<file path="config.mk">
export PLATFORM = sky130hd
export DESIGN_NAME = usb_packet_receiver
export DESIGN_NICKNAME = d
export VERILOG_FILES = /design/src/rtl/usb_packet_receiver_pkg.sv /design/src/rtl/usb_rx_bit_decoder.sv /design/src/rtl/usb_packet_receiver.sv
export SDC_FILE = /design/constraint.sdc
export NUM_CORES = 1
export LEC_CHECK = 0
export CORE_AREA = 10 10 91 113
export CTS_BUF_LIST = sky130_fd_sc_hd__clkbuf_4 sky130_fd_sc_hd__clkbuf_8 sky130_fd_sc_hd__clkbuf_16
export CTS_CLUSTER_SIZE = 28
export DETAILED_ROUTE_END_ITERATION = 12
export DIE_AREA = 0 0 101 123
export DONT_BUFFER_PORTS = 1
export HOLD_SLACK_MARGIN = 0.02
export SYNTH_ARGS = -nofsm -noshare
export SYNTH_HDL_FRONTEND = slang
export SYNTH_SLANG_ARGS = --single-unit
</file>
<file path="constraint.sdc">
create_clock -name clock -period 2.9 [get_ports clock]
set_input_delay 0.29 -clock clock [delete_from_list [all_inputs] [get_ports clock]]
set_output_delay 0.29 -clock clock [all_outputs]
set_load 0.01 [all_outputs]
</file>
<file path="src/rtl/usb_packet_receiver_pkg.sv">
// usb_packet_receiver_pkg: bus, PID, error and FSM types plus CRC5 constants for the USB receive path
package usb_packet_receiver_pkg;
  typedef enum logic [1:0] {BUS_SE0 = 2'b00, BUS_K = 2'b01, BUS_J = 2'b10, BUS_SE1 = 2'b11} bus_state_t;
  typedef enum logic [3:0] {
    PID_OUT = 4'b0001, PID_IN = 4'b1001, PID_SETUP = 4'b1101, PID_SOF = 4'b0101,
    PID_ACK = 4'b0010, PID_NAK = 4'b1010, PID_STALL = 4'b1110
  } pid_t;
  typedef enum logic [2:0] {
    ERR_NONE, ERR_SYNC, ERR_PID, ERR_STUFF, ERR_CRC, ERR_EOP, ERR_SE1, ERR_UNSUP
  } rx_err_t;
  typedef enum logic [2:0] {ST_IDLE, ST_SYNC, ST_PID, ST_TOKEN, ST_EOP, ST_WAIT} rx_state_t;
  localparam logic [4:0] CRC5_INIT = 5'b11111;
  localparam logic [4:0] CRC5_RESIDUAL = 5'b01100;
  function automatic logic is_token(input logic [3:0] p);
    return p inside {PID_OUT, PID_IN, PID_SETUP, PID_SOF};
  endfunction
  function automatic logic is_handshake(input logic [3:0] p);
    return p inside {PID_ACK, PID_NAK, PID_STALL};
  endfunction
endpackage

</file>
<file path="src/rtl/usb_rx_bit_decoder.sv">
// usb_rx_bit_decoder: NRZI decode of J/K samples with removal of stuffed bits
// Ports: i_en (sample is J or K), i_k (sample is K), i_start (compare against J instead of stored level),
//        i_unstuff_en (stuffing active, otherwise ones run cleared); o_bit, o_bit_valid (low on discarded
//        stuffed bit), o_stuff_err (stuffed position carried a 1).
module usb_rx_bit_decoder (
  input  logic clock,
  input  logic reset_n,
  input  logic i_en,
  input  logic i_k,
  input  logic i_start,
  input  logic i_unstuff_en,
  output logic o_bit,
  output logic o_bit_valid,
  output logic o_stuff_err
);
  logic       r_prev_k;
  logic [2:0] r_ones;
  logic       w_stuffed;
  assign o_bit       = i_k == (r_prev_k & ~i_start);
  assign w_stuffed   = i_unstuff_en && r_ones == 3'd6;
  assign o_bit_valid = i_en && !w_stuffed;
  assign o_stuff_err = i_en && w_stuffed && o_bit;
  always_ff @(posedge clock or negedge reset_n)
    if (!reset_n) begin
      r_prev_k <= 1'b0;
      r_ones   <= 3'd0;
    end else if (i_en) begin
      r_prev_k <= i_k;
      r_ones   <= (!i_unstuff_en || w_stuffed || !o_bit) ? 3'd0 : r_ones + 3'd1;
    end
endmodule

</file>
<file path="src/rtl/usb_packet_receiver.sv">
// usb_packet_receiver: SYNC/PID/token/handshake receiver for the sampled USB DP/DM pair
// Ports: clock, reset_n (async, active low), dp/dm (one sample per clock);
//        pkt_valid/pkt_error (one-cycle pulses), err_code (last error cause),
//        pid/addr/endp (fields of last good packet), busy (packet in progress).
module usb_packet_receiver
  import usb_packet_receiver_pkg::*;
#(
  parameter int EOP_SE0_LEN  = 2,
  parameter int IDLE_RECOVER = 8
) (
  input  logic       clock,
  input  logic       reset_n,
  input  logic       dp,
  input  logic       dm,
  output logic       pkt_valid,
  output logic       pkt_error,
  output logic [2:0] err_code,
  output logic [3:0] pid,
  output logic [6:0] addr,
  output logic [3:0] endp,
  output logic       busy
);
  rx_state_t  r_state, w_next;
  rx_err_t    r_err_code, w_code;
  bus_state_t w_bus;
  logic [4:0] r_cnt, r_crc, w_crc;
  logic [6:0] r_byte, r_addr;
  logic [10:0] r_tok;
  logic [3:0] r_pid, r_endp, r_se0, r_jcnt;
  logic       r_valid, r_err, r_busy, r_seen_se0;
  logic       w_line, w_bit, w_bit_valid, w_stuff_err, w_done;
  logic [7:0] w_byte;
  assign w_bus  = bus_state_t'({dp, dm});
  assign w_line = w_bus == BUS_J || w_bus == BUS_K;
  assign w_byte = {w_bit, r_byte};
  assign w_crc  = {r_crc[3:0], 1'b0} ^ ({5{w_bit ^ r_crc[4]}} & 5'b00101);
  usb_rx_bit_decoder u_dec (
    .clock       (clock),
    .reset_n     (reset_n),
    .i_en        (w_line),
    .i_k         (w_bus == BUS_K),
    .i_start     (r_state == ST_IDLE),
    .i_unstuff_en(r_state inside {ST_PID, ST_TOKEN, ST_EOP}),
    .o_bit       (w_bit),
    .o_bit_valid (w_bit_valid),
    .o_stuff_err (w_stuff_err)
  );
  always_comb begin
    w_next = r_state;
    w_code = ERR_NONE;
    w_done = 1'b0;
    case (r_state)
      ST_IDLE: w_next = (w_bus == BUS_K) ? ST_SYNC : w_line ? ST_IDLE : ST_WAIT;
      ST_SYNC:
        if (!w_line || w_bit != (r_cnt == 5'd7)) w_code = ERR_SYNC;
        else if (r_cnt == 5'd7) w_next = ST_PID;
      ST_PID:
        if (!w_line) w_code = ERR_EOP;
        else if (w_stuff_err) w_code = ERR_STUFF;
        else if (w_bit_valid && r_cnt == 5'd7) begin
          if (w_byte[7:4] != ~w_byte[3:0]) w_code = ERR_PID;
          else if (is_token(w_byte[3:0])) w_next = ST_TOKEN;
          else if (is_handshake(w_byte[3:0])) w_next = ST_EOP;
          else w_code = ERR_UNSUP;
        end
      ST_TOKEN:
        if (!w_line) w_code = ERR_EOP;
        else if (w_stuff_err) w_code = ERR_STUFF;
        else if (w_bit_valid && r_cnt == 5'd15) begin
          if (w_crc != CRC5_RESIDUAL) w_code = ERR_CRC;
          else w_next = ST_EOP;
        end
      // a stuffed 0 trailing the last field bit is discarded; any real bit before SE0 is an EOP error
      ST_EOP:
        if (w_bus == BUS_SE0) begin
          if (r_se0 == 4'(EOP_SE0_LEN)) w_code = ERR_EOP;
        end else if (r_se0 == 4'd0) begin
          if (w_bit_valid || w_stuff_err) w_code = ERR_EOP;
        end else if (w_bus == BUS_J && r_se0 == 4'(EOP_SE0_LEN)) begin
          w_done = 1'b1;
          w_next = ST_IDLE;
        end else w_code = ERR_EOP;
      ST_WAIT:
        if (w_bus == BUS_J && (r_seen_se0 || r_jcnt == 4'(IDLE_RECOVER - 1))) w_next = ST_IDLE;
      default: w_next = ST_IDLE;
    endcase
    if (w_bus == BUS_SE1 && r_state != ST_IDLE && r_state != ST_WAIT) w_code = ERR_SE1;
    if (w_code != ERR_NONE) w_next = ST_WAIT;
  end
  always_ff @(posedge clock or negedge reset_n)
    if (!reset_n) r_state <= ST_IDLE;
    else r_state <= w_next;
  always_ff @(posedge clock or negedge reset_n)
    if (!reset_n) begin
      r_cnt      <= 5'd0;
      r_crc      <= CRC5_INIT;
      r_byte     <= 7'd0;
      r_tok      <= 11'd0;
      r_se0      <= 4'd0;
      r_jcnt     <= 4'd0;
      r_seen_se0 <= 1'b0;
      r_valid    <= 1'b0;
      r_err      <= 1'b0;
      r_busy     <= 1'b0;
      r_err_code <= ERR_NONE;
      r_pid      <= 4'd0;
      r_addr     <= 7'd0;
      r_endp     <= 4'd0;
    end else begin
      r_cnt      <= (r_state == ST_IDLE) ? 5'd1 : (w_next != r_state) ? 5'd0 : w_bit_valid ? r_cnt + 5'd1 : r_cnt;
      r_crc      <= (r_state == ST_PID) ? CRC5_INIT : (r_state == ST_TOKEN && w_bit_valid) ? w_crc : r_crc;
      if (r_state == ST_PID && w_bit_valid && r_cnt < 5'd7) r_byte[r_cnt[2:0]] <= w_bit;
      if (r_state == ST_TOKEN && w_bit_valid && r_cnt < 5'd11) r_tok[r_cnt[3:0]] <= w_bit;
      r_se0      <= (r_state != ST_EOP) ? 4'd0 : (w_bus == BUS_SE0) ? r_se0 + 4'd1 : r_se0;
      r_jcnt     <= (r_state == ST_WAIT && w_bus == BUS_J) ? r_jcnt + 4'd1 : 4'd0;
      r_seen_se0 <= r_state == ST_WAIT && w_bus == BUS_SE0;
      r_valid    <= w_done;
      r_err      <= w_code != ERR_NONE;
      // a K accepted during the pulse cycle (back-to-back) keeps busy asserted
      r_busy     <= (r_state == ST_IDLE && w_bus == BUS_K) || (r_busy && !(r_valid || r_err));
      r_err_code <= w_done ? ERR_NONE : (w_code != ERR_NONE) ? w_code : r_err_code;
      if (w_done) begin
        r_pid <= r_byte[3:0];
        if (is_token(r_byte[3:0])) begin
          r_addr <= r_tok[6:0];
          r_endp <= r_tok[10:7];
        end
      end
    end
  assign pkt_valid = r_valid;
  assign pkt_error = r_err;
  assign err_code  = r_err_code;
  assign pid       = r_pid;
  assign addr      = r_addr;
  assign endp      = r_endp;
  assign busy      = r_busy;
endmodule

</file>
### Word-level counts from Yosys, hierarchy flattened

Cells that the tools add are included.

| cells by class | value |
|---|---|
| eq/ne operators | 27 |
| $add $sub $neg | 4 |
| order comparisons | 6 |
| reduce and logical (&&, ||, !) cells | 46 |
| muxes and demuxes | 59 |
| bitwise gates (word level) | 5 |

Operator list:

| cell | number |
|---|---|
| 2-to-1 mux 3 bit | 38 |
| 2-to-1 mux 5 bit | 5 |
| logical AND 1 bit | 20 |
| case mux 3 bit (6 select lines) | 1 |
| equality test 4 bit (second input constant) | 4 |
| nonzero test 3 bit | 5 |
| 2-to-1 mux 4 bit | 3 |
| case mux 3 bit (4 select lines) | 1 |
| bitwise mux 11 bit | 1 |
| equality test 3 bit (second input constant) | 3 |
| adder 4 x 1 -> 4 bit (second input constant) | 2 |
| equality test 4 x 2 -> 1 bit (second input constant) | 2 |
| equality test 4 x 3 -> 1 bit (second input constant) | 2 |
| logical OR 1 bit | 8 |
| bitwise mux 7 bit | 1 |
| 2-to-1 mux 1 bit | 7 |
| equality test 3 x 2 -> 1 bit (second input constant) | 2 |
| inequality test 3 bit (second input constant) | 2 |
| nonzero test 2 bit | 3 |
| adder 5 x 1 -> 5 bit (second input constant) | 1 |
| equality test 5 x 3 -> 1 bit (second input constant) | 1 |
| equality test 5 x 4 -> 1 bit (second input constant) | 1 |
| zero test 1 bit | 5 |
| < comparator 4 x 5 -> 1 bit (second input constant) | 1 |
| 27 further kinds | 28 |

| word-level totals | value |
|---|---|
| flip-flop bits (word level) | 65 |
| input bits | 4 |
| output and inout bits | 21 |

### Depth between registers and ports, before layout

| depth | value |
|---|---|
| depth after elaboration | 18 |
| mapped depth | 11 |
| mapped depth without buffers | 10 |

### Modules after synthesis

A second synthesis with hierarchy kept.

| second synthesis, totals | value |
|---|---|
| cell total of the unflattened synthesis | 330 |
| area total of the unflattened synthesis | 3612.2 um^2 |

Modules (own cells, without submodules):

| module | times used | seq. area each (um^2) | area each (um^2) | cells each |
|---|---|---|---|---|
| usb_packet_receiver | 1 | 1532.7 | 3350.7 | 306 |
| usb_rx_bit_decoder | 1 | 100.1 | 261.5 | 24 |

### Worst setup path before layout

OpenSTA, ideal clock, no wires.

| timing path | value |
|---|---|
| kind | flip-flop to flip-flop |
| from | register r_state[0] |
| to | register r_cnt[4] |
| path slack | 0.304 ns |
| cell stages (with the launch flop) | 10 |
| clock period less this slack | 2.596 ns |
| required time | 2.789 ns |
| arrival time | 2.485 ns |
| buffers on the path | 1 |
| path through | dfrtp_1 > buf_6 > o31ai_4 > xor2_1 > a221o_1 > nor3_1 > nand4_1 > nor3_4 > a21oi_2 > a2111oi_2 |

| between the ends | value |
|---|---|
| longest elaborated chain between the ends | 18 |
| elaborated cells on any way between the ends | 65 |
| those cells by class | eq/ne (11); mux (34); bitwise (4); reduce/logical (16) |

RTL lines:

| element | line | text |
|---|---|---|
| from (decl) | usb_packet_receiver.sv:23 | `rx_state_t r_state, w_next;` |
| from (signal assigned) | usb_packet_receiver.sv:92 | `else r_state <= w_next;` |
| zero test 3 bit | usb_packet_receiver.sv:42, usb_packet_receiver.sv:52, usb_packet_receiver.sv:110 |  |
| NOT 1 bit | usb_rx_bit_decoder.sv:19 | `assign o_bit = i_k == (r_prev_k & ~i_start);` |
| bitwise AND 1 bit | usb_rx_bit_decoder.sv:19 |  |
| equality test 1 bit | usb_rx_bit_decoder.sv:19 |  |
| XOR 1 bit | usb_packet_receiver.sv:36 | `assign w_crc = {r_crc[3:0], 1'b0} ^ ({5{w_bit ^ r_crc[4]}} & 5'b00101);` |
| XOR 5 x 3 -> 5 bit | usb_packet_receiver.sv:36 |  |
| inequality test 5 x 4 -> 1 bit | usb_packet_receiver.sv:70 | `if (w_crc != CRC5_RESIDUAL) w_code = ERR_CRC;` |
| 2-to-1 mux 3 bit | usb_packet_receiver.sv:70 |  |
| 2-to-1 mux 3 bit | usb_packet_receiver.sv:69 | `else if (w_bit_valid && r_cnt == 5'd15) begin` |
| 2-to-1 mux 3 bit | usb_packet_receiver.sv:68 | `else if (w_stuff_err) w_code = ERR_STUFF;` |
| 2-to-1 mux 3 bit | usb_packet_receiver.sv:67 | `if (!w_line) w_code = ERR_EOP;` |
| case mux 3 bit (4 select lines) | usb_packet_receiver.sv:52 | `case (r_state)` |
| 2-to-1 mux 3 bit | usb_packet_receiver.sv:87 | `if (w_bus == BUS_SE1 && r_state != ST_IDLE && r_state != ST_WAIT) w_code = ERR_SE1;` |
| nonzero test 3 bit | usb_packet_receiver.sv:88 | `if (w_code != ERR_NONE) w_next = ST_WAIT;` |
| 2-to-1 mux 3 bit | usb_packet_receiver.sv:88 |  |
| inequality test 3 bit | usb_packet_receiver.sv:110 | `r_cnt <= (r_state == ST_IDLE) ? 5'd1 : (w_next != r_state) ? 5'd0 : w_bit_valid ? r_cnt + 5'd1 : r_cnt;` |
| 2-to-1 mux 5 bit (2 in series) | usb_packet_receiver.sv:110 |  |
| to (signal assigned) | usb_packet_receiver.sv:110 |  |
| to (decl) | usb_packet_receiver.sv:26 | `logic [4:0] r_cnt, r_crc, w_crc;` |

Several ways; a longest one is shown, not always the timed one.
A chain may end at the register's enable or synchronous reset.

### Final worst setup path

| timing path | value |
|---|---|
| from | register r_state[2] |
| to | register r_cnt[4] |

The elaborated chain is that of the path after synthesis.

==> impl_metrics.csv <==
group,metric,value,unit
setup_path,critical_path_class,"reg -> reg",
layout,mostFrequentLayoutCell,"dfrtp_1",
yosys,synth_area_leaders,"dfrtp_1, mux2_2, ha_1",
setup_path,crit_chain,"o31ai_4 -> buf_4 -> xnor2_1 -> o41ai_2 -> nor3_4 -> nand4_1 -> nor3b_4 -> a21oi_2 -> a2111oi_2",
sta,finalSetupTns,0,ps
layout,layout_common_cells,"dfrtp_1, nand2_1, nor2_1",
sta,finalHoldViolCount,0,
power_and_ir_drop,p_int,1910,uW
routing,avgViaCountPerCell,5.50,
layout,diodes,0,
sta,period_share,92.9,%
setup_path,max_stage_delay,500,ps
place,place_inst,452,
routing,wl_met2,3910,um
power_and_ir_drop,p_clk_share,34.1,%
yosys,synthFlopType,"dfrtp_1",
routing,vias,2594,
worst_hold_path,min_path_type,"in -> async",
floorplanning,rows,37,
floorplanning,die_y,123,um
grt,track_usage,13.0,%
power_and_ir_drop,seqPwrFrac,38.1,%
sta,slew_headroom,66.0,%
clocking,htreeDepth,3,
yosys,netlist-cell-type-count,60,
power_and_ir_drop,p_sw,907,uW
floorplanning,dieArea,0.0124,mm^2
place,place_congestion,0.947,
routing,highest_layer,"met4",
sta,fmax,371,MHz
place,postPlaceCellArea,0.00372,mm^2
clocking,clk_pin_slew,80,ps
power_and_ir_drop,combPwrFrac,27.8,%
setup_path,critPathSlowestCell,"dfrtp_2",
clocking,clockBufferDepth,2,
setup_path,cp_max_fo,12,
routing,wl_per_cell,16.2,um
job,maxCapViolations,0,
power_and_ir_drop,p_per_area,693,mW/mm^2
grt,grt_pass1_wl,13000,um
grt,grt_max_degree,66,
yosys,synth.avg_cell_area,10.1,um^2
power_and_ir_drop,power,2820,uW
yosys,synth_cells,351,
routing,totalWireLength,7630,um
grt,antenna_found_initial,0,
sta,finalSetupViolCount,0,
sta,whs,457,ps
clocking,cts_root_buf,"clkbuf_8",
floorplanning,start_util,43.6,%
power_and_ir_drop,power.leakage,0.00182,uW
yosys,yosysTopAreaCellShare,42.5,%
layout,syn2layout_area_growth,15.0,%
layout,final_cells,472,
sta,slew_violations,0,
grt,grt-ovfl-total,0,
layout,drive_gt1_share,23.2,%
floorplanning,fp.dieW,101,um
clocking,cts.sinks,65,
routing,dr.pass1.iters,5,
layout,fill_cells,745,
clocking,tritoncts,"yes",
sta,worst_slew_pin_slew,505,ps
layout,stdcell_area,0.00407,mm^2
place,io_buffers,0,
routing,drc,0,
yosys,synthArstFlopShare,100,%
power_and_ir_drop,ir_drop,0.412,mV
setup_path,end_kind,"flip-flop",
yosys,yosys.area.top_type,"dfrtp_1",
routing,met3_wirelength,362,um
layout,num-nets-final,389,
clocking,cts_buffers,9,
routing,wl_met1,3230,um
place,place_hpwl,5660,um
routing,drtIter0Drc,153,
grt,grt_pass1_vias,2708,
routing,ant_nets,0,
floorplanning,core,0.00810,mm^2
outcome,status,"finished, final reports clean",
yosys,yosysWarnings,0,
yosys,yosysSeqAreaShare,46.2,%
setup_path,startpoint_type,"flip-flop",
floorplanning,boundaryPins,25,
sta,skew,8.11,ps
power_and_ir_drop,switching_share,32.2,%
setup_path,required,3130,ps
sta,min_period,2690,ps
clocking,clk_latency,340,ps
yosys,synth_edf_count,0,
yosys,ys_ff_latch,65,
yosys,netlist_area,0.00354,mm^2
setup_path,cp_data_arrival_time,2930,ps
yosys,syn-num-nets,370,
[cells in the mapped netlist, drive strengths merged, types with 2 or more instances]
library cell  number
dfrtp             60
nand2             50
nor2              33
mux2              22
o21ai             20
ha                15
xnor2             14
inv               13
nor3              12
nand3             10
a21oi              8
clkbuf             8
nand4              8
buf                7
xor2               7
and3               5
dfstp              5
a211oi             4
a31oi              3
nor2b              3
o31ai              3
or2                3
or3b               3
a2111oi            2
a21o               2
and4               2
mux2i              2
nand2b             2
nor3b              2
nor4               2
o211ai             2
or3                2
[cells by family after synthesis]
kind of cell | synth area share (%)
compound gates | 11.8
flops | 46.2
xor+xnor | 5.20
buf+inv | 3.75
simple gates | 20.2
fa+ha+maj | 5.31
mux | 7.57
[registers in the layout (all words and copies together) (netlist names)]
| register | cells |
|---|---|
| r_jcnt | 4 |
| r_seen_se0 | 1 |
| u_dec.r_prev_k | 1 |
| r_se0 | 4 |
| r_tok | 11 |
| pkt_valid | 1 |
| r_state | 3 |
| err_code | 3 |
| busy | 1 |
| r_byte | 7 |
| r_cnt | 5 |
| pid | 4 |
| r_crc | 5 |
| addr | 7 |
| endp | 4 |
| pkt_error | 1 |
| u_dec.r_ones | 3 |
[power by group through the flow]
| stage | sequential [uW] | clock, uW | combinational, uW |
|---|---|---|---|
| 5_1_grt | 1080 | 1030 | 868 |
| 3_3_place_gp | 1090 | 0 | 712 |
| 4_1_cts | 1070 | 982 | 750 |
| 6_report | 1070 | 961 | 782 |
| 2_1_floorplan | 1050 | 0 | 558 |
| 3_5_place_dp | 1090 | 0 | 720 |
[layout make-up]
type	instances	area (um^2)	area share, %
well taps	97	121	2.99
flip-flops and latches	65	1630	40.2
multi-input cells	258	1810	44.6
clock inverters	6	115	2.83
inverters	13	48.8	1.20
clock buffers	10	138	3.39
repair buffers	23	195	4.80
[metal layers]
layer | vias to the layer above | track usage (%)
li1 | 1271 | -
met1 | 1257 | 14.7
met2 | 55 | 23.0
met3 | 11 | 3.40
met4 | 0 | 4.80
met5 | - | 0
[through the flow]
step	utilization [%]	setup slack, ps
2_1_floorplan	-	304
3_3_place_gp	45.9	37.9
3_5_place_dp	45.9	19.7
4_1_cts	49.5	78.1
5_1_grt	50.2	-7.98
6_report	50.2	205
[repair_timing]
action,4_1_cts,5_1_grt
buffers inserted,1,1
hold buffers,2,0
pin swaps,1,3
setup endpoints to repair,1,4
hold endpoints to repair,65,0
resized for setup,0,10
[critical path: cells and delay by family, from the launching register on]
family	cells	cell delay [ps]
xor gates and xnor gates	1	100
DFF	1	500
and+or+nand+nor	3	560
AOI/OAI and AO/OA	4	1220
buffers and inverters	1	200
[worst paths after layout]
kind                             from  endpoint  slack (ps)  depth (start not counted)
min in group clock           r_crc[2]  r_crc[3]         460                          2
min                           reset_n  r_tok[4]         460                          2
min reg2reg                  r_crc[2]  r_crc[3]         460                          2
max in group asynchronous     reset_n  r_crc[2]        2110                          2
max reg2reg                r_state[2]  r_cnt[4]         210                          9
max                        r_state[2]  r_cnt[4]         210                          9
(Power assumes the default switching activity.)
